## src/rtl/ls_ctrl_pkg.sv

```systemverilog
// Shared widths, opcodes and state type for the load/store execution stage.
package ls_ctrl_pkg;
    localparam int DATA_WIDTH = 32;
    localparam int ROB_WIDTH  = 4;
    localparam int OP_WIDTH   = 6;

    localparam logic TRUE  = 1'b1;
    localparam logic FALSE = 1'b0;

    typedef logic [OP_WIDTH-1:0] op_t;

    localparam op_t OP_LB  = 6'h10;
    localparam op_t OP_LH  = 6'h11;
    localparam op_t OP_LW  = 6'h12;
    localparam op_t OP_LBU = 6'h13;
    localparam op_t OP_LHU = 6'h14;
    localparam op_t OP_SB  = 6'h18;
    localparam op_t OP_SH  = 6'h19;
    localparam op_t OP_SW  = 6'h1A;

    typedef enum logic [1:0] {
        S_IDLE  = 2'd0,
        S_BUSY  = 2'd1,
        S_FLUSH = 2'd2
    } state_t;

    function automatic logic is_store(op_t op);
        return (op == OP_SB) || (op == OP_SH) || (op == OP_SW);
    endfunction

    // Bytes minus one, as MemCtrl expects.
    function automatic logic [1:0] op_size(op_t op);
        logic [1:0] s;
        case (op)
            OP_LB, OP_LBU, OP_SB: s = 2'd0;
            OP_LH, OP_LHU, OP_SH: s = 2'd1;
            default:              s = 2'd3;
        endcase
        return s;
    endfunction
endpackage

```

## src/rtl/ls_ctrl_if.sv

```systemverilog
// LSBuffer issue, MemCtrl data port and LS CDB channel of the LS stage.
interface ls_ctrl_if;
    import ls_ctrl_pkg::*;

    logic                  rdy_lsb_in;
    op_t                   opcode_lsb_in;
    logic [DATA_WIDTH-1:0] vj_lsb_in;
    logic [DATA_WIDTH-1:0] vk_lsb_in;
    logic [DATA_WIDTH-1:0] imm_lsb_in;
    logic [ROB_WIDTH-1:0]  rob_id_lsb_in;
    logic                  idle_lsb_out;

    logic                  valid_mc_out;
    logic                  wr_mc_out;
    logic [DATA_WIDTH-1:0] addr_mc_out;
    logic [1:0]            size_mc_out;
    logic [DATA_WIDTH-1:0] wdata_mc_out;
    logic                  done_mc_in;
    logic [DATA_WIDTH-1:0] rdata_mc_in;

    logic                  rdy_cdb_out;
    logic [DATA_WIDTH-1:0] result_cdb_out;
    logic [ROB_WIDTH-1:0]  rob_id_cdb_out;

    modport master (
        input  rdy_lsb_in, opcode_lsb_in, vj_lsb_in, vk_lsb_in,
        input  imm_lsb_in, rob_id_lsb_in, done_mc_in, rdata_mc_in,
        output idle_lsb_out, valid_mc_out, wr_mc_out, addr_mc_out,
        output size_mc_out, wdata_mc_out, rdy_cdb_out,
        output result_cdb_out, rob_id_cdb_out
    );

    modport slave (
        output rdy_lsb_in, opcode_lsb_in, vj_lsb_in, vk_lsb_in,
        output imm_lsb_in, rob_id_lsb_in, done_mc_in, rdata_mc_in,
        input  idle_lsb_out, valid_mc_out, wr_mc_out, addr_mc_out,
        input  size_mc_out, wdata_mc_out, rdy_cdb_out,
        input  result_cdb_out, rob_id_cdb_out
    );
endinterface

```

## src/rtl/ls_ctrl_extend.sv

```systemverilog
// Load result formatting: sign/zero extension of MemCtrl read data.
module ls_ctrl_extend
    import ls_ctrl_pkg::*;
(
    input  op_t                   i_op,
    input  logic [DATA_WIDTH-1:0] i_rdata,
    output logic [DATA_WIDTH-1:0] o_result
);
    always_comb begin
        o_result = '0;
        case (i_op)
            OP_LB:   o_result = {{24{i_rdata[7]}}, i_rdata[7:0]};
            OP_LH:   o_result = {{16{i_rdata[15]}}, i_rdata[15:0]};
            OP_LBU:  o_result = {24'd0, i_rdata[7:0]};
            OP_LHU:  o_result = {16'd0, i_rdata[15:0]};
            OP_LW:   o_result = i_rdata;
            default: o_result = '0;
        endcase
    end
endmodule

```

## src/rtl/ls_ctrl.sv

```systemverilog
// Load/store execution stage: one memory op in flight, result broadcast on LS CDB.
module ls_ctrl
    import ls_ctrl_pkg::*;
(
    input  logic      clk_in,
    input  logic      rst_in,
    input  logic      rdy_in,
    input  logic      refresh_rob_cdb_in,
    ls_ctrl_if.master bus
);
    state_t                r_state;
    state_t                w_nstate;
    op_t                   r_op;
    logic [ROB_WIDTH-1:0]  r_rob;
    logic [DATA_WIDTH-1:0] r_addr;
    logic [DATA_WIDTH-1:0] r_wdata;
    logic [1:0]            r_size;
    logic                  r_wr;
    logic                  r_valid;
    logic                  r_cdb_rdy;
    logic [DATA_WIDTH-1:0] r_result;
    logic [ROB_WIDTH-1:0]  r_cdb_rob;
    logic [DATA_WIDTH-1:0] w_ext;
    logic                  w_accept;
    logic                  w_done;
    logic                  w_complete;

    assign w_accept = (r_state == S_IDLE) && bus.rdy_lsb_in
                      && !refresh_rob_cdb_in;
    assign w_done = (r_state != S_IDLE) && bus.done_mc_in;
    // A flushed op still finishes its memory transaction but never reaches the CDB.
    assign w_complete = w_done && (r_state == S_BUSY)
                        && !refresh_rob_cdb_in;

    ls_ctrl_extend u_extend (
        .i_op     (r_op),
        .i_rdata  (bus.rdata_mc_in),
        .o_result (w_ext)
    );

    always_ff @(posedge clk_in) begin
        if (!rst_in)
            r_state <= S_IDLE;
        else if (rdy_in)
            r_state <= w_nstate;
    end

    always_comb begin
        w_nstate = r_state;
        case (r_state)
            S_IDLE:
                if (bus.rdy_lsb_in && !refresh_rob_cdb_in)
                    w_nstate = S_BUSY;
            S_BUSY:
                if (bus.done_mc_in)
                    w_nstate = S_IDLE;
                else if (refresh_rob_cdb_in)
                    w_nstate = S_FLUSH;
            S_FLUSH:
                if (bus.done_mc_in)
                    w_nstate = S_IDLE;
            default:
                w_nstate = S_IDLE;
        endcase
    end

    always_ff @(posedge clk_in) begin
        if (!rst_in) begin
            r_op      <= '0;
            r_rob     <= '0;
            r_addr    <= '0;
            r_wdata   <= '0;
            r_size    <= '0;
            r_wr      <= FALSE;
            r_valid   <= FALSE;
            r_cdb_rdy <= FALSE;
            r_result  <= '0;
            r_cdb_rob <= '0;
        end else if (rdy_in) begin
            r_cdb_rdy <= FALSE;
            if (w_accept) begin
                r_op    <= bus.opcode_lsb_in;
                r_rob   <= bus.rob_id_lsb_in;
                r_addr  <= bus.vj_lsb_in + bus.imm_lsb_in;
                r_wdata <= bus.vk_lsb_in;
                r_size  <= op_size(bus.opcode_lsb_in);
                r_wr    <= is_store(bus.opcode_lsb_in);
                r_valid <= TRUE;
            end
            if (w_done)
                r_valid <= FALSE;
            if (w_complete) begin
                r_cdb_rdy <= TRUE;
                r_result  <= w_ext;
                r_cdb_rob <= r_rob;
            end
        end
    end

    always_comb begin
        bus.idle_lsb_out   = (r_state == S_IDLE);
        bus.valid_mc_out   = r_valid;
        bus.wr_mc_out      = r_wr;
        bus.addr_mc_out    = r_addr;
        bus.size_mc_out    = r_size;
        bus.wdata_mc_out   = r_wdata;
        bus.rdy_cdb_out    = r_cdb_rdy && !(rdy_in && refresh_rob_cdb_in);
        bus.result_cdb_out = r_result;
        bus.rob_id_cdb_out = r_cdb_rob;
    end
endmodule

```

## src/flat_wrapper.sv

```systemverilog
// flat-port wrapper written by rule: the top's interface ports become plain ports
module ls_ctrl_flat import ls_ctrl_pkg::*;
  (clk_in, rst_in, rdy_in, refresh_rob_cdb_in, bus_rdy_lsb_in, bus_opcode_lsb_in, bus_vj_lsb_in, bus_vk_lsb_in, bus_imm_lsb_in, bus_rob_id_lsb_in, bus_done_mc_in, bus_rdata_mc_in, bus_idle_lsb_out, bus_valid_mc_out, bus_wr_mc_out, bus_addr_mc_out, bus_size_mc_out, bus_wdata_mc_out, bus_rdy_cdb_out, bus_result_cdb_out, bus_rob_id_cdb_out);
  ls_ctrl_if bus_i ();
  input  logic clk_in;
  input  logic rst_in;
  input  logic rdy_in;
  input  logic refresh_rob_cdb_in;
  input wire logic [$bits(bus_i.rdy_lsb_in)-1:0] bus_rdy_lsb_in;
  input wire logic [$bits(bus_i.opcode_lsb_in)-1:0] bus_opcode_lsb_in;
  input wire logic [$bits(bus_i.vj_lsb_in)-1:0] bus_vj_lsb_in;
  input wire logic [$bits(bus_i.vk_lsb_in)-1:0] bus_vk_lsb_in;
  input wire logic [$bits(bus_i.imm_lsb_in)-1:0] bus_imm_lsb_in;
  input wire logic [$bits(bus_i.rob_id_lsb_in)-1:0] bus_rob_id_lsb_in;
  input wire logic [$bits(bus_i.done_mc_in)-1:0] bus_done_mc_in;
  input wire logic [$bits(bus_i.rdata_mc_in)-1:0] bus_rdata_mc_in;
  output wire logic [$bits(bus_i.idle_lsb_out)-1:0] bus_idle_lsb_out;
  output wire logic [$bits(bus_i.valid_mc_out)-1:0] bus_valid_mc_out;
  output wire logic [$bits(bus_i.wr_mc_out)-1:0] bus_wr_mc_out;
  output wire logic [$bits(bus_i.addr_mc_out)-1:0] bus_addr_mc_out;
  output wire logic [$bits(bus_i.size_mc_out)-1:0] bus_size_mc_out;
  output wire logic [$bits(bus_i.wdata_mc_out)-1:0] bus_wdata_mc_out;
  output wire logic [$bits(bus_i.rdy_cdb_out)-1:0] bus_rdy_cdb_out;
  output wire logic [$bits(bus_i.result_cdb_out)-1:0] bus_result_cdb_out;
  output wire logic [$bits(bus_i.rob_id_cdb_out)-1:0] bus_rob_id_cdb_out;
  assign bus_i.rdy_lsb_in = bus_rdy_lsb_in;
  assign bus_i.opcode_lsb_in = bus_opcode_lsb_in;
  assign bus_i.vj_lsb_in = bus_vj_lsb_in;
  assign bus_i.vk_lsb_in = bus_vk_lsb_in;
  assign bus_i.imm_lsb_in = bus_imm_lsb_in;
  assign bus_i.rob_id_lsb_in = bus_rob_id_lsb_in;
  assign bus_i.done_mc_in = bus_done_mc_in;
  assign bus_i.rdata_mc_in = bus_rdata_mc_in;
  assign bus_idle_lsb_out = bus_i.idle_lsb_out;
  assign bus_valid_mc_out = bus_i.valid_mc_out;
  assign bus_wr_mc_out = bus_i.wr_mc_out;
  assign bus_addr_mc_out = bus_i.addr_mc_out;
  assign bus_size_mc_out = bus_i.size_mc_out;
  assign bus_wdata_mc_out = bus_i.wdata_mc_out;
  assign bus_rdy_cdb_out = bus_i.rdy_cdb_out;
  assign bus_result_cdb_out = bus_i.result_cdb_out;
  assign bus_rob_id_cdb_out = bus_i.rob_id_cdb_out;
  ls_ctrl u_core (.clk_in(clk_in), .rst_in(rst_in), .rdy_in(rdy_in), .refresh_rob_cdb_in(refresh_rob_cdb_in), .bus(bus_i));
endmodule
```

## config.mk

```make
export PLATFORM = sky130hd
export DESIGN_NAME = ls_ctrl_flat
export DESIGN_NICKNAME = d
export VERILOG_FILES = /design/src/rtl/ls_ctrl_pkg.sv /design/src/rtl/ls_ctrl_if.sv /design/src/rtl/ls_ctrl_extend.sv /design/src/rtl/ls_ctrl.sv /design/src/flat_wrapper.sv
export SDC_FILE = /design/constraint.sdc
export NUM_CORES = 1
export LEC_CHECK = 0
export BUFFER_PORTS_ARGS = -buffer_cell sky130_fd_sc_hd__buf_2
export CORE_MARGIN = 2
export CORE_UTILIZATION = 45
export CTS_BUF_LIST = sky130_fd_sc_hd__clkbuf_4
export CTS_CLUSTER_SIZE = 30
export DETAILED_ROUTE_END_ITERATION = 16
export HOLD_SLACK_MARGIN = 0.06
export PLACE_DENSITY = 0.84
export SLEW_MARGIN = 5
export SYNTH_ARGS = -nofsm -noshare
export SYNTH_HDL_FRONTEND = slang
export SYNTH_SLANG_ARGS = --single-unit
```

## constraint.sdc

```tcl
create_clock -name clk_in -period 3.48 [get_ports clk_in]
set_clock_uncertainty 0.15 [all_clocks]
set_input_delay 0.87 -clock clk_in [delete_from_list [all_inputs] [get_ports clk_in]]
set_output_delay 0.87 -clock clk_in [all_outputs]
set_load 0.005 [all_outputs]
```

=== Word-level counts from Yosys, hierarchy flattened ===
Index checks and enable logic that the tools add are counted.

* Register bits after elaboration: 117
* Input port bits: 144
* Output and inout port bits: 106
* Logic and storage cells: 60

* $add $sub $neg: 1
* Equal/unequal tests: 17
* Muxes and demuxes: 10
* Reduce and logical (&&, ||, !) cells: 21

{| class="wikitable"
|+ Operator list
! kind !! count
|-
| $pmux 32 s5 || 1
|-
| $eq 6x5->1 const B || 12
|-
| $add 32x32->32 || 1
|-
| $logic_and 1x1->1 || 8
|-
| $mux 2 || 4
|-
| $pmux 2 s3 || 1
|-
| $reduce_and 2->1 || 3
|-
| $reduce_or 3->1 || 2
|-
| $pmux 2 s2 || 1
|-
| $reduce_and 4->1 || 1
|-
| $reduce_bool 2->1 || 2
|-
| $mux 1 || 3
|-
| $ne 3x3->1 const B || 1
|-
| $eq 2x1->1 const B || 1
|-
| $eq 2x2->1 const B || 1
|-
| $logic_not 1->1 || 2
|-
| $logic_not 2->1 || 1
|-
| $logic_or 1x1->1 || 2
|-
| $ne 2x1->1 const B || 1
|-
| $ne 2x2->1 const B || 1
|}

=== Logic depth before layout (Yosys ltp) ===
Gate-level depths: netlist (run 1).

* Word-level depth: 5
* Mapped depth: 9
* Mapped depth without buffers: 9

=== By module ===
A second synthesis (run 1) with hierarchy kept.

* Cell total of the unflattened synthesis: 858
* Area total of the unflattened synthesis: 6680.2 µm²

{| class="wikitable"
|+ By module, submodules not included
! module !! times used !! cells an instance !! area an instance (µm²) !! seq. area each (µm²)
|-
| ls_ctrl || 1 || 740 || 5940.7 || 2342.2
|-
| ls_ctrl_extend || 1 || 118 || 739.5 || 0.0
|}

=== Worst setup path before layout (run 1) ===
Ideal clock, no wire load.

* Kind: input-to-reg
* Start point: in bus_imm_lsb_in[0]
* End point: reg u_core.r_addr[30] (netlist: u_core.bus.addr_mc_out[30])
* Library setup time: 0.136 ns
* Arrival time: 2.951 ns
* Data required time: 3.194 ns
* Setup slack: 0.243 ns
* Stages on the path: 9
* Buffers on the path: 0
* Cell sequence: ha_1 fa_1 a21oi_1 o22ai_1 o31ai_4 nor3_1 or3_4 a2111oi_0 a211oi_1

* Cells in the longest elaborated chain, start to end: 1

{| class="wikitable"
|+ RTL lines
! item !! RTL line !! text
|-
| start: declaration || flat_wrapper.sv:13 || <nowiki>input wire logic [$bits(bus_i.imm_lsb_in)-1:0] bus_imm_lsb_in;</nowiki>
|-
| $add 32x32->32 || ls_ctrl.sv:84 || <nowiki>r_addr <= bus.vj_lsb_in + bus.imm_lsb_in;</nowiki>
|-
| end signal: assignment || ls_ctrl.sv:84 ||
|-
| end: declaration || ls_ctrl.sv:15 || <nowiki>logic [DATA_WIDTH-1:0] r_addr;</nowiki>
|}

No other way between the ends.
A chain may end at the register's enable or synchronous reset.

=== Worst setup path after layout (run 1) ===
Ends and elaborated chain as after synthesis.

==> results.ini, run 1 <==
[outcome]
status=finished clean

[placed_design]
dpl.hpwl_um=13600
globalplace.congestion=0.926
numPortBuffers=249
dp.cells=1196

[grt]
track_usage=0.244
grt_pass1_wl_um=28800
overflow=0
grt_max_degree=80
antenna_found_initial=2
grt_pass1_vias=6134

[floorplanning]
die_h_um=121
initial_core_util=0.464
io_pins=250
core_area_sq_mm=0.0133
dieArea_sq_mm=0.0147
rows=42
die_w_um=121

[worst_setup_path]
crit_fanout=3
max_stage_delay_ps=440
crit_path_end_kind=flop
r2r_cells=7
start_kind=primary input
crit_required_ps=3750
r2r_start=u_core.r_state[1]
crit_family=compound AO/OA/AOI/OAI gates
arrival_ps=3230
timing.reg2reg.setup_slack_ps=1330
slowest_stage=a2111oi_0
r2r-end=u_core.bus.addr_mc_out[16]
path_buf_inv=1
worstPathCellList=buf_2 -> ha_1 -> fa_1 -> a21oi_1 -> o22ai_1 -> o31ai_4 -> nor3_1 -> or3_4 -> a2111oi_0 -> a211oi_1
worst-setup-path-type=primary input to flop

[run]
cap_violations=0

[sta]
setup_viol=0
fin_tns_setup_ps=0
finalHoldViolations=0
rsz0062_at_grt=false
slew_headroom=0.460
slew_viol_final=0
fmax_ghz=0.338
tightest_slew_ps=810
timing.final.crit_period_ps=2960
fin_crit_sh=0.850

[clocking]
clkSinkCount=117
cts_tree=done
clockBufferDepth=2
cts_setup_buffers=0
clockRootBuffer=clkbuf_4
post_cts_resized=0
path_clk_slew_ps=120
cts_buffers=17
htree_levels=4
clock_latency_ps=530
ctsHoldBuffers=0

[hold_path]
min_path_cells=2
hold_class=flop to flop
holdCritStartpoint=u_core.bus.addr_mc_out[5]
holdPathEnd=u_core.bus.addr_mc_out[5]

[synth]
synth_seq_cells=117
synth_seq_area_share=0.378
synthCells=804
netlist_area_sq_mm=0.00619
syn_area_per_cell_sq_um=7.70
ys_async_sr_fraction=0
synth_nets=980
yosys_warnings=0
yosys.cell_types.count=63
synth_edf_count=0
synth_ff_type=dfxtp_1

[route]
drt_first_iter_violations=456
vias_per_cell=5.43
dr.pass1.iters=5
num_vias=6679
drc_errors=0
wl_per_cell_um=14.7
wirelength_um=18000
final_antenna_net_count=0

[layout]
fin_cells=1229
area_growth_pct=28.2
finalNetCount=1215
drive_above_1_share=0.298
layout_commonest_cell=buf_2
fillers=1211
layout_common_cells=buf_2 (249), nand2_1 (188), a21oi_1 (121)

[pwr]
p_leak_nw=3.55
switchingPower_mw=0.875
intPower_mw=2.23
pwr_density_cell_mw_per_mm2=391
irDropWorstVdd_mv=0.226
p_sw_frac=0.282
combinationalPowerShare=0.193
p_seq_frac=0.451
power.share.clock=0.356

-- area by class of cell --
class	count	area [sq um]	area share
Multi-Input combinational cell	626	3620	0.456
Inverter	9	35.0	0.00441
Sequential cell	117	2340	0.295
Tap cell	176	220	0.0277
Antenna cell	2	5.00	0.000630
Clock inverter	10	156	0.0197
Clock buffer	21	158	0.0199
Timing Repair Buffer	268	1400	0.176
-- power groups by stage --
stage	clock network (mW)	registers (mW)	logic (mW)
2_1_floorplan	0	1.43	0.363
3_3_place_gp	0	1.43	0.581
3_5_place_dp	0	1.43	0.590
4_1_cts	1.14	1.40	0.593
5_1_grt	1.19	1.40	0.664
6_report	1.11	1.40	0.600
-- logic make-up after synthesis --
logic type / synth area share
AO/OA/AOI/OAI: 0.255
flip-flops: 0.378
adder cells (fa/ha/maj): 0.0659
XOR/XNOR: 0.0255
AND/OR/NAND/NOR: 0.231
multiplexers: 0.00667
buffers and inverters: 0.0386
-- worst max-delay path by stage --
stage	slack, ps	cells past startpoint	start	to
3_3_place_gp	60	10	bus_imm_lsb_in[0]	u_core.bus.addr_mc_out[30]
6_report	520	10	bus_imm_lsb_in[0]	u_core.bus.addr_mc_out[30]
3_5_place_dp	10	10	bus_imm_lsb_in[0]	u_core.bus.addr_mc_out[30]
5_1_grt	370	10	bus_imm_lsb_in[0]	u_core.bus.addr_mc_out[30]
4_1_cts	580	11	bus_imm_lsb_in[0]	u_core.bus.addr_mc_out[24]
2_1_floorplan	240	9	bus_imm_lsb_in[0]	u_core.bus.addr_mc_out[30]
-- cells in the mapped netlist (3+ instances only) --
cell	instances	area (sq um)
a2bb2oi_1	8	70.1
xor2_1	11	96.3
or3_1	4	25.0
nand3_1	18	90.1
a21boi_0	3	22.5
buf_2	8	40.0
o21ai_0	28	140
o21a_1	3	22.5
nor2b_1	6	37.5
a22oi_1	8	60.1
dfxtp_1	117	2340
nor3b_1	4	30.0
nand2_1	189	709
o211ai_1	3	22.5
o21ai_1	4	20.0
and4_1	3	26.3
ha_1	31	388
nor3_1	16	80.1
a31oi_1	7	43.8
o21bai_1	5	37.5
mux2i_1	3	30.0
and2_1	3	18.8
nor4_1	3	18.8
o31ai_1	5	37.5
nand3b_1	3	22.5
and3_1	10	62.6
a21o_1	31	233
a21oi_1	121	606
inv_1	9	33.8
xnor2_1	7	61.3
clkbuf_1	42	158
nor2_1	38	143
nand4_1	11	68.8
a211oi_1	5	37.5
-- layer usage --
layer / vias to the layer above / track usage / wire length, um
li1: 3319 / - / -
met1: 3052 / 0.286 / 7260
met2: 280 / 0.420 / 8780
met3: 28 / 0.0794 / 1640
met4: 0 / 0.0776 / 352
met5: - / 0 / 0
-- tightest hold or removal path, stage by stage (launching register included) --
cell	delay, ps
dfxtp_1	320
nand2_1	50
a21oi_1	50
-- sequential cells by signal, summed over array words and instances (netlist names) --
| signal | count |
|---|---|
| u_core.bus.addr_mc_out | 32 |
| u_core.bus.result_cdb_out | 32 |
| u_core.bus.rob_id_cdb_out | 4 |
| u_core.bus.size_mc_out | 2 |
| u_core.bus.valid_mc_out | 1 |
| u_core.bus.wdata_mc_out | 32 |
| u_core.bus.wr_mc_out | 1 |
| u_core.r_cdb_rdy | 1 |
| u_core.r_op | 6 |
| u_core.r_rob | 4 |
| u_core.r_state | 2 |
-- through the flow --
step                      hold WS, ps  instance area, sq um   util  power [mW]  setup WS, ps
after floorplan                   282                  6190      -        1.79           243
after global placement            285                  7620  0.571        2.01          62.3
after detailed placement          291                  7620  0.571        2.02          13.3
after CTS                         304                  7940  0.594        3.13           584
after global routing              328                  7940  0.595        3.26           375
final                             304                  7940  0.595        3.10           521
(Power assumes the default switching activity.)
==> run 2: changes to the inputs <==
--- a/config.mk
+++ b/config.mk
@@ -12,7 +12,7 @@
 export CTS_CLUSTER_SIZE = 30
 export DETAILED_ROUTE_END_ITERATION = 16
 export HOLD_SLACK_MARGIN = 0.06
-export PLACE_DENSITY = 0.84
+export PLACE_DENSITY = 0.83
 export SLEW_MARGIN = 5
 export SYNTH_ARGS = -nofsm -noshare
 export SYNTH_HDL_FRONTEND = slang
==> results.ini, run 2 (synthesized netlist as in run 1, its figures left out) <==
[sta]
rsz0062_at_grt=false  ; unchanged
timing.final.crit_period_ps=2930  ; was 2960 ps
setup_viol=0  ; unchanged
finalHoldViolations=0  ; unchanged
slew_viol_final=0  ; unchanged
hold-worst-slack_ps=306  ; was 304 ps
fmax_ghz=0.342  ; was 0.338 GHz
tightest_slew_ps=820  ; was 810 ps
slew_headroom=0.453  ; was 0.460
fin_crit_sh=0.841  ; was 0.850

[run]
cap_violations=0  ; unchanged

[worst_setup_path]
worst-setup-path-type=primary input to flop  ; unchanged
start_kind=primary input  ; unchanged
crit_required_ps=3720  ; was 3750 ps
r2r-end=u_core.bus.result_cdb_out[28]  ; was u_core.bus.addr_mc_out[16]
arrival_ps=3170  ; was 3230 ps
crit_path_end_kind=flop  ; unchanged
r2r_cells=8  ; was 7
r2r_start=u_core.r_op[5]  ; was u_core.r_state[1]
timing.reg2reg.setup_slack_ps=1400  ; was 1330 ps
crit_fanout=3  ; unchanged

[clocking]
clkSinkCount=117  ; unchanged
clockRootBuffer=clkbuf_4  ; unchanged
clock_latency_ps=520  ; was 530 ps
path_clk_slew_ps=120  ; about the same
ctsHoldBuffers=0  ; unchanged
cts_tree=done  ; unchanged
cts_setup_buffers=0  ; unchanged
clockBufferDepth=2  ; unchanged
htree_levels=4  ; unchanged
post_cts_resized=0  ; unchanged
cts_buffers=17  ; unchanged

[floorplanning]
die_h_um=121  ; unchanged
io_pins=250  ; unchanged
dieArea_sq_mm=0.0147  ; unchanged
initial_core_util=0.464  ; unchanged
core_area_sq_mm=0.0133  ; unchanged
die_w_um=121  ; unchanged
rows=42  ; unchanged

[layout]
drive_above_1_share=0.299  ; was 0.298
finalNetCount=1216  ; was 1215
fin_cells=1230  ; was 1229
area_growth_pct=27.5  ; was 28.2%
layout_commonest_cell=buf_2  ; unchanged
layout_common_cells=buf_2 (249), nand2_1 (188), a21oi_1 (121)  ; unchanged

[route]
final_antenna_net_count=0  ; unchanged
wirelength_um=18000  ; about the same
drc_errors=0  ; unchanged
dr.pass1.iters=6  ; was 5
num_vias=6708  ; was 6679
wl_per_cell_um=14.6  ; was 14.7 um
vias_per_cell=5.45  ; was 5.43
drt_first_iter_violations=459  ; was 456

[outcome]
status=finished clean  ; unchanged

[grt]
antenna_found_initial=1  ; was 2
track_usage=0.243  ; was 0.244
grt_pass1_vias=6222  ; was 6134
grt_pass1_wl_um=28900  ; was 28800 um
met3_usage=0.0771  ; was 0.0794
overflow=0  ; unchanged
gr-max-usage-layer=met2  ; unchanged
grt_max_degree=79  ; was 80
use_met1=0.289  ; was 0.286
met2_usage=0.417  ; was 0.420

[hold_path]
holdPathEnd=u_core.bus.addr_mc_out[5]  ; unchanged
min_path_cells=2  ; unchanged
holdCritStartpoint=u_core.bus.addr_mc_out[5]  ; unchanged
hold_class=flop to flop  ; unchanged

[placed_design]
globalplace.congestion=0.886  ; was 0.926
dp.cells=1197  ; was 1196
numPortBuffers=249  ; unchanged
dpl.hpwl_um=13700  ; was 13600 um

[pwr]
p_leak_nw=3.53  ; was 3.55 nW
irDropWorstVdd_mv=0.181  ; was 0.226 mV
pwr_density_cell_mw_per_mm2=376  ; was 391 mW/mm^2

## run 2: cell count changes in the layout (fill, tap and decap cells not counted), moves of 2 or more
cell / change
clkinv_4: +3
buf_4: +2
clkbuf_4: -2
bufinv_16: -2
## run 2: worst max path at each step
stage | start | endpoint | slack, ps | depth (start not counted)
6_report | bus_imm_lsb_in[0] | u_core.bus.addr_mc_out[30] | 550 | 10
5_1_grt | bus_imm_lsb_in[0] | u_core.bus.addr_mc_out[30] | 500 | 10
4_1_cts | bus_imm_lsb_in[0] | u_core.bus.addr_mc_out[30] | 600 | 10
3_5_place_dp | bus_imm_lsb_in[0] | u_core.bus.addr_mc_out[30] | -5 | 10
3_3_place_gp | bus_imm_lsb_in[0] | u_core.bus.addr_mc_out[30] | 70 | 10
2_1_floorplan | bus_imm_lsb_in[0] | u_core.bus.addr_mc_out[30] | 240 | 9
## run 2: final cells by class
| cell class | count | area [sq um] |
|---|---|---|
| Tap cell | 176 | 220 |
| Sequential cell | 117 | 2340 |
| Timing Repair Buffer | 269 | 1400 |
| Fill cell | 1294 | 5450 |
| Antenna cell | 1 | 2.50 |
| Inverter | 9 | 35.0 |
| Clock buffer | 19 | 143 |
| Multi-Input combinational cell | 626 | 3620 |
| Clock inverter | 13 | 135 |
## run 2: critical path, stage by stage
cell,delay [ps]
buf_2,100
ha_1,210
fa_1,410
a21oi_1,210
o22ai_1,170
o31ai_4,230
nor3_1,110
or3_4,400
a2111oi_0,380
a211oi_1,80
## run 2: stage by stage
stage | TNS, ps | worst slack (ps) | utilization | power (mW) | cell area [sq um]
final | 0 | 554 | 0.592 | 2.97 | 7900
after global routing | 0 | 500 | 0.592 | 3.14 | 7900
after CTS | 0 | 600 | 0.591 | 2.99 | 7890
after detailed placement | -4.95 | -4.95 | 0.571 | 2.02 | 7620
after global placement | 0 | 65.9 | 0.571 | 2.01 | 7620
after floorplan | 0 | 243 | - | 1.79 | 6190
## run 2: routing by layer
layer / vias up / routed length (um)
met5: - / 0
met4: 0 / 317
li1: 3326 / -
met1: 3067 / 7380
met2: 286 / 8650
met3: 29 / 1650
## run 2: where the power goes
group	internal, mW	switching [mW]	total (mW)
Combinational	0.258	0.341	0.598
Sequential	1.38	0.0214	1.40
Clock	0.437	0.531	0.969
==> run 3: changes to the inputs <==
--- a/config.mk
+++ b/config.mk
@@ -5,6 +5,7 @@
 export SDC_FILE = /design/constraint.sdc
 export NUM_CORES = 1
 export LEC_CHECK = 0
+export ABC_AREA = 1
 export BUFFER_PORTS_ARGS = -buffer_cell sky130_fd_sc_hd__buf_2
 export CORE_MARGIN = 2
 export CORE_UTILIZATION = 45
@@ -12,7 +13,7 @@
 export CTS_CLUSTER_SIZE = 30
 export DETAILED_ROUTE_END_ITERATION = 16
 export HOLD_SLACK_MARGIN = 0.06
-export PLACE_DENSITY = 0.83
+export PLACE_DENSITY = 0.84
 export SLEW_MARGIN = 5
 export SYNTH_ARGS = -nofsm -noshare
 export SYNTH_HDL_FRONTEND = slang
==> constraint.sdc (replaced) <==
create_clock -name clk_in -period 2.4 [get_ports clk_in]
set_clock_uncertainty 0.15 [all_clocks]
set_input_delay 0.6 -clock clk_in [delete_from_list [all_inputs] [get_ports clk_in]]
set_output_delay 0.6 -clock clk_in [all_outputs]
set_load 0.005 [all_outputs]
==> results.ini, run 3 <==
[synth]
netlist_area_sq_mm=0.00691  ; was 0.00619 sq mm
yosysMostFrequentCell=nand2_1  ; unchanged
yosys-mux-area-fraction=0  ; was 0.00667
synthCells=1130  ; was 804
yosys_warnings=0  ; unchanged
synth_seq_area_share=0.339  ; was 0.378
yosys.area_share.adder=0.0591  ; was 0.0659
synth_top_family_by_area=simple AND/OR/NAND/NOR gates  ; was compound AO/OA/AOI/OAI gates
ys_async_sr_fraction=0  ; unchanged
synth_edf_count=0  ; unchanged
yosys.cell_types.count=33  ; was 63
yosysTopAreaCell=dfxtp_1  ; unchanged
netlist_top_cells_count=nand2_1 (359), nor2_1 (189), inv_1 (163)  ; was nand2_1 (189), a21oi_1 (121), dfxtp_1 (117)
synth_ff_type=dfxtp_1  ; unchanged
synth_seq_cells=117  ; unchanged
ys_top_cells_by_area=dfxtp_1 (34%), nand2_1 (20%), nor2_1 (10%)  ; was dfxtp_1 (38%), nand2_1 (11%), a21oi_1 (9.8%)
synthXorXnorAreaFrac=0.0190  ; was 0.0255
yosys.area_share.simple=0.347  ; was 0.231
syn_area_per_cell_sq_um=6.11  ; was 7.70 sq um
yosysTopAreaCellShare=0.339  ; was 0.378
synth_nets=1306  ; was 980
synth_compound_area_frac=0.115  ; was 0.255

[route]
drc_errors=0  ; unchanged
dr.pass1.iters=5  ; was 6
num_vias=7536  ; was 6708
wl_per_cell_um=12.0  ; was 14.6 um
final_antenna_net_count=0  ; unchanged
wirelength_um=19100  ; was 18000 um
drt_first_iter_violations=476  ; was 459
vias_per_cell=4.76  ; was 5.45

[layout]
drive_above_1_share=0.225  ; was 0.299
finalNetCount=1558  ; was 1216
multi_input_area_sq_mm=0.00373  ; was 0.00362 sq mm
layout_commonest_cell=nand2_1  ; was buf_2
final_util=0.573  ; was 0.592
area_growth_pct=25.1  ; was 27.5%
fillers=1509  ; was 1294
layout_common_cells=nand2_1 (359), buf_2 (249), nor2_1 (189)  ; was buf_2 (249), nand2_1 (188), a21oi_1 (121)
ff_latch_area_sq_mm=0.00234  ; unchanged
diodes=0  ; was 1

[placed_design]
pre_cts_slack_ps=-95.1  ; was -4.95 ps
dpl.hpwl_um=15100  ; was 13700 um
globalplace.congestion=0.887  ; was 0.886
numPortBuffers=249  ; unchanged

[pwr]
irDropWorstVdd_mv=0.244  ; was 0.181 mV
switchingPower_mw=1.65  ; was 0.893 mW
power.share.clock=0.289  ; was 0.327
p_sw_frac=0.346  ; was 0.301
pwr_density_cell_mw_per_mm2=552  ; was 376 mW/mm^2
combinationalPowerShare=0.262  ; was 0.202
p_seq_frac=0.449  ; was 0.472
intPower_mw=3.12  ; was 2.07 mW
p_leak_nw=5.02  ; was 3.53 nW

[clocking]
cts_buffers=17  ; unchanged
htree_levels=4  ; unchanged
clock_latency_ps=510  ; was 520 ps
cts_setup_buffers=0  ; unchanged
ctsHoldBuffers=0  ; unchanged
post_cts_resized=0  ; unchanged
clkSinkCount=117  ; unchanged
clockBufferDepth=2  ; unchanged
cts_tree=done  ; unchanged
path_clk_slew_ps=120  ; about the same
clockRootBuffer=clkbuf_4  ; unchanged

[worst_setup_path]
crit_fanout=3  ; unchanged
arrival_ps=1260  ; was 3170 ps
start_kind=flop  ; was primary input
crit_path_end_kind=output port  ; was flop
crit_required_ps=1650  ; was 3720 ps
worst-setup-path-type=flop to output port  ; was primary input to flop

[outcome]
status=finished clean  ; unchanged

[sta]
hold-worst-slack_ps=178  ; was 306 ps
final.setup.worst_slack_ps=393  ; was 554 ps
tightest_slew_ps=443  ; was 820 ps
finalHoldViolations=0  ; unchanged
fin_crit_sh=0.836
slew_headroom=0.704  ; was 0.453
rsz0062_at_grt=false  ; unchanged
timing.final.crit_period_ps=2010
fin_tns_setup_ps=0  ; unchanged
fmax_ghz=0.498
setup_viol=0  ; unchanged
slew_viol_final=0  ; unchanged

[grt]
grt_pass1_vias=6802  ; was 6222
grt_max_degree=52  ; was 79
track_usage=0.234  ; was 0.243
antenna_found_initial=0  ; was 1
overflow=0  ; unchanged
grt_pass1_wl_um=31100  ; was 28900 um

[floorplanning]
die_h_um=128  ; was 121 um
die_w_um=128  ; was 121 um
dieArea_sq_mm=0.0164  ; was 0.0147 sq mm
initial_core_util=0.458  ; was 0.464
rows=45  ; was 42
core_area_sq_mm=0.0151  ; was 0.0133 sq mm
io_pins=250  ; unchanged

[hold_path]
hold_class=primary input to flop  ; was flop to flop

[run]
cap_violations=0  ; unchanged

## run 3: changes by cell type in the layout (fill, tap and decap cells not counted), moves of 10 or more
cell     delta
a21o_1     -29
inv_1     +154
and3_1     -10
nand3_1    +29
a21oi_1    -55
nor3_1     -12
o21ai_0    +43
nor2_1    +151
nand2_1   +171
## run 3: worst paths after layout
check / from / to / slack [ps] / cells past startpoint
max: u_core.r_state[0] / bus_idle_lsb_out / 390 / 4
min: bus_rdata_mc_in[6] / u_core.bus.result_cdb_out[6] / 180 / 3
max reg2reg: u_core.r_state[1] / u_core.bus.addr_mc_out[8] / 600 / 13
min reg2reg: u_core.r_op[4] / u_core.r_op[4] / 300 / 2
## run 3: cell type report
type,instances,share of cell area
inverters,166,0.0721
clock inverters,15,0.0168
repair buffers,271,0.166
multi-input cells,809,0.432
clock buffers,17,0.0148
flip-flops and latches,117,0.271
well taps,188,0.0272
## run 3: routing by layer
| metal | track usage | routed length [um] |
|---|---|---|
| met3 | 0.0463 | 1180 |
| met4 | 0.0789 | 408 |
| met5 | 0 | 0 |
| met2 | 0.429 | 9570 |
| met1 | 0.270 | 7900 |
## run 3: cells by family after synthesis
kind of cell	count (synthesis)
and+or+nand+nor	611
buffers and inverters	204
AOI/OAI and AO/OA	151
DFF	117
adders and majority gates	32
xor gates and xnor gates	15
## run 3: worst max-delay path, stage by stage, from the launching register on
cell	delay, ps
dfxtp_1	370
inv_1	60
nand2_1	110
inv_1	90
buf_2	140
## run 3: power groups by stage
stage	clock, mW	combinational, mW	sequential, mW
6_report	1.38	1.25	2.14
3_3_place_gp	0	1.22	2.18
3_5_place_dp	0	1.25	2.19
4_1_cts	1.41	1.25	2.14
5_1_grt	1.49	1.43	2.16
2_1_floorplan	0	0.773	2.20
## run 3: stage by stage
stage / cells / instance area, sq um / total power, mW
after floorplan: 1130 / 6910 / 2.97
after global placement: 1551 / 8370 / 3.41
after detailed placement: 1551 / 8370 / 3.44
after CTS: 1583 / 8640 / 4.81
after global routing: 1583 / 8640 / 5.08
final: 1583 / 8640 / 4.77
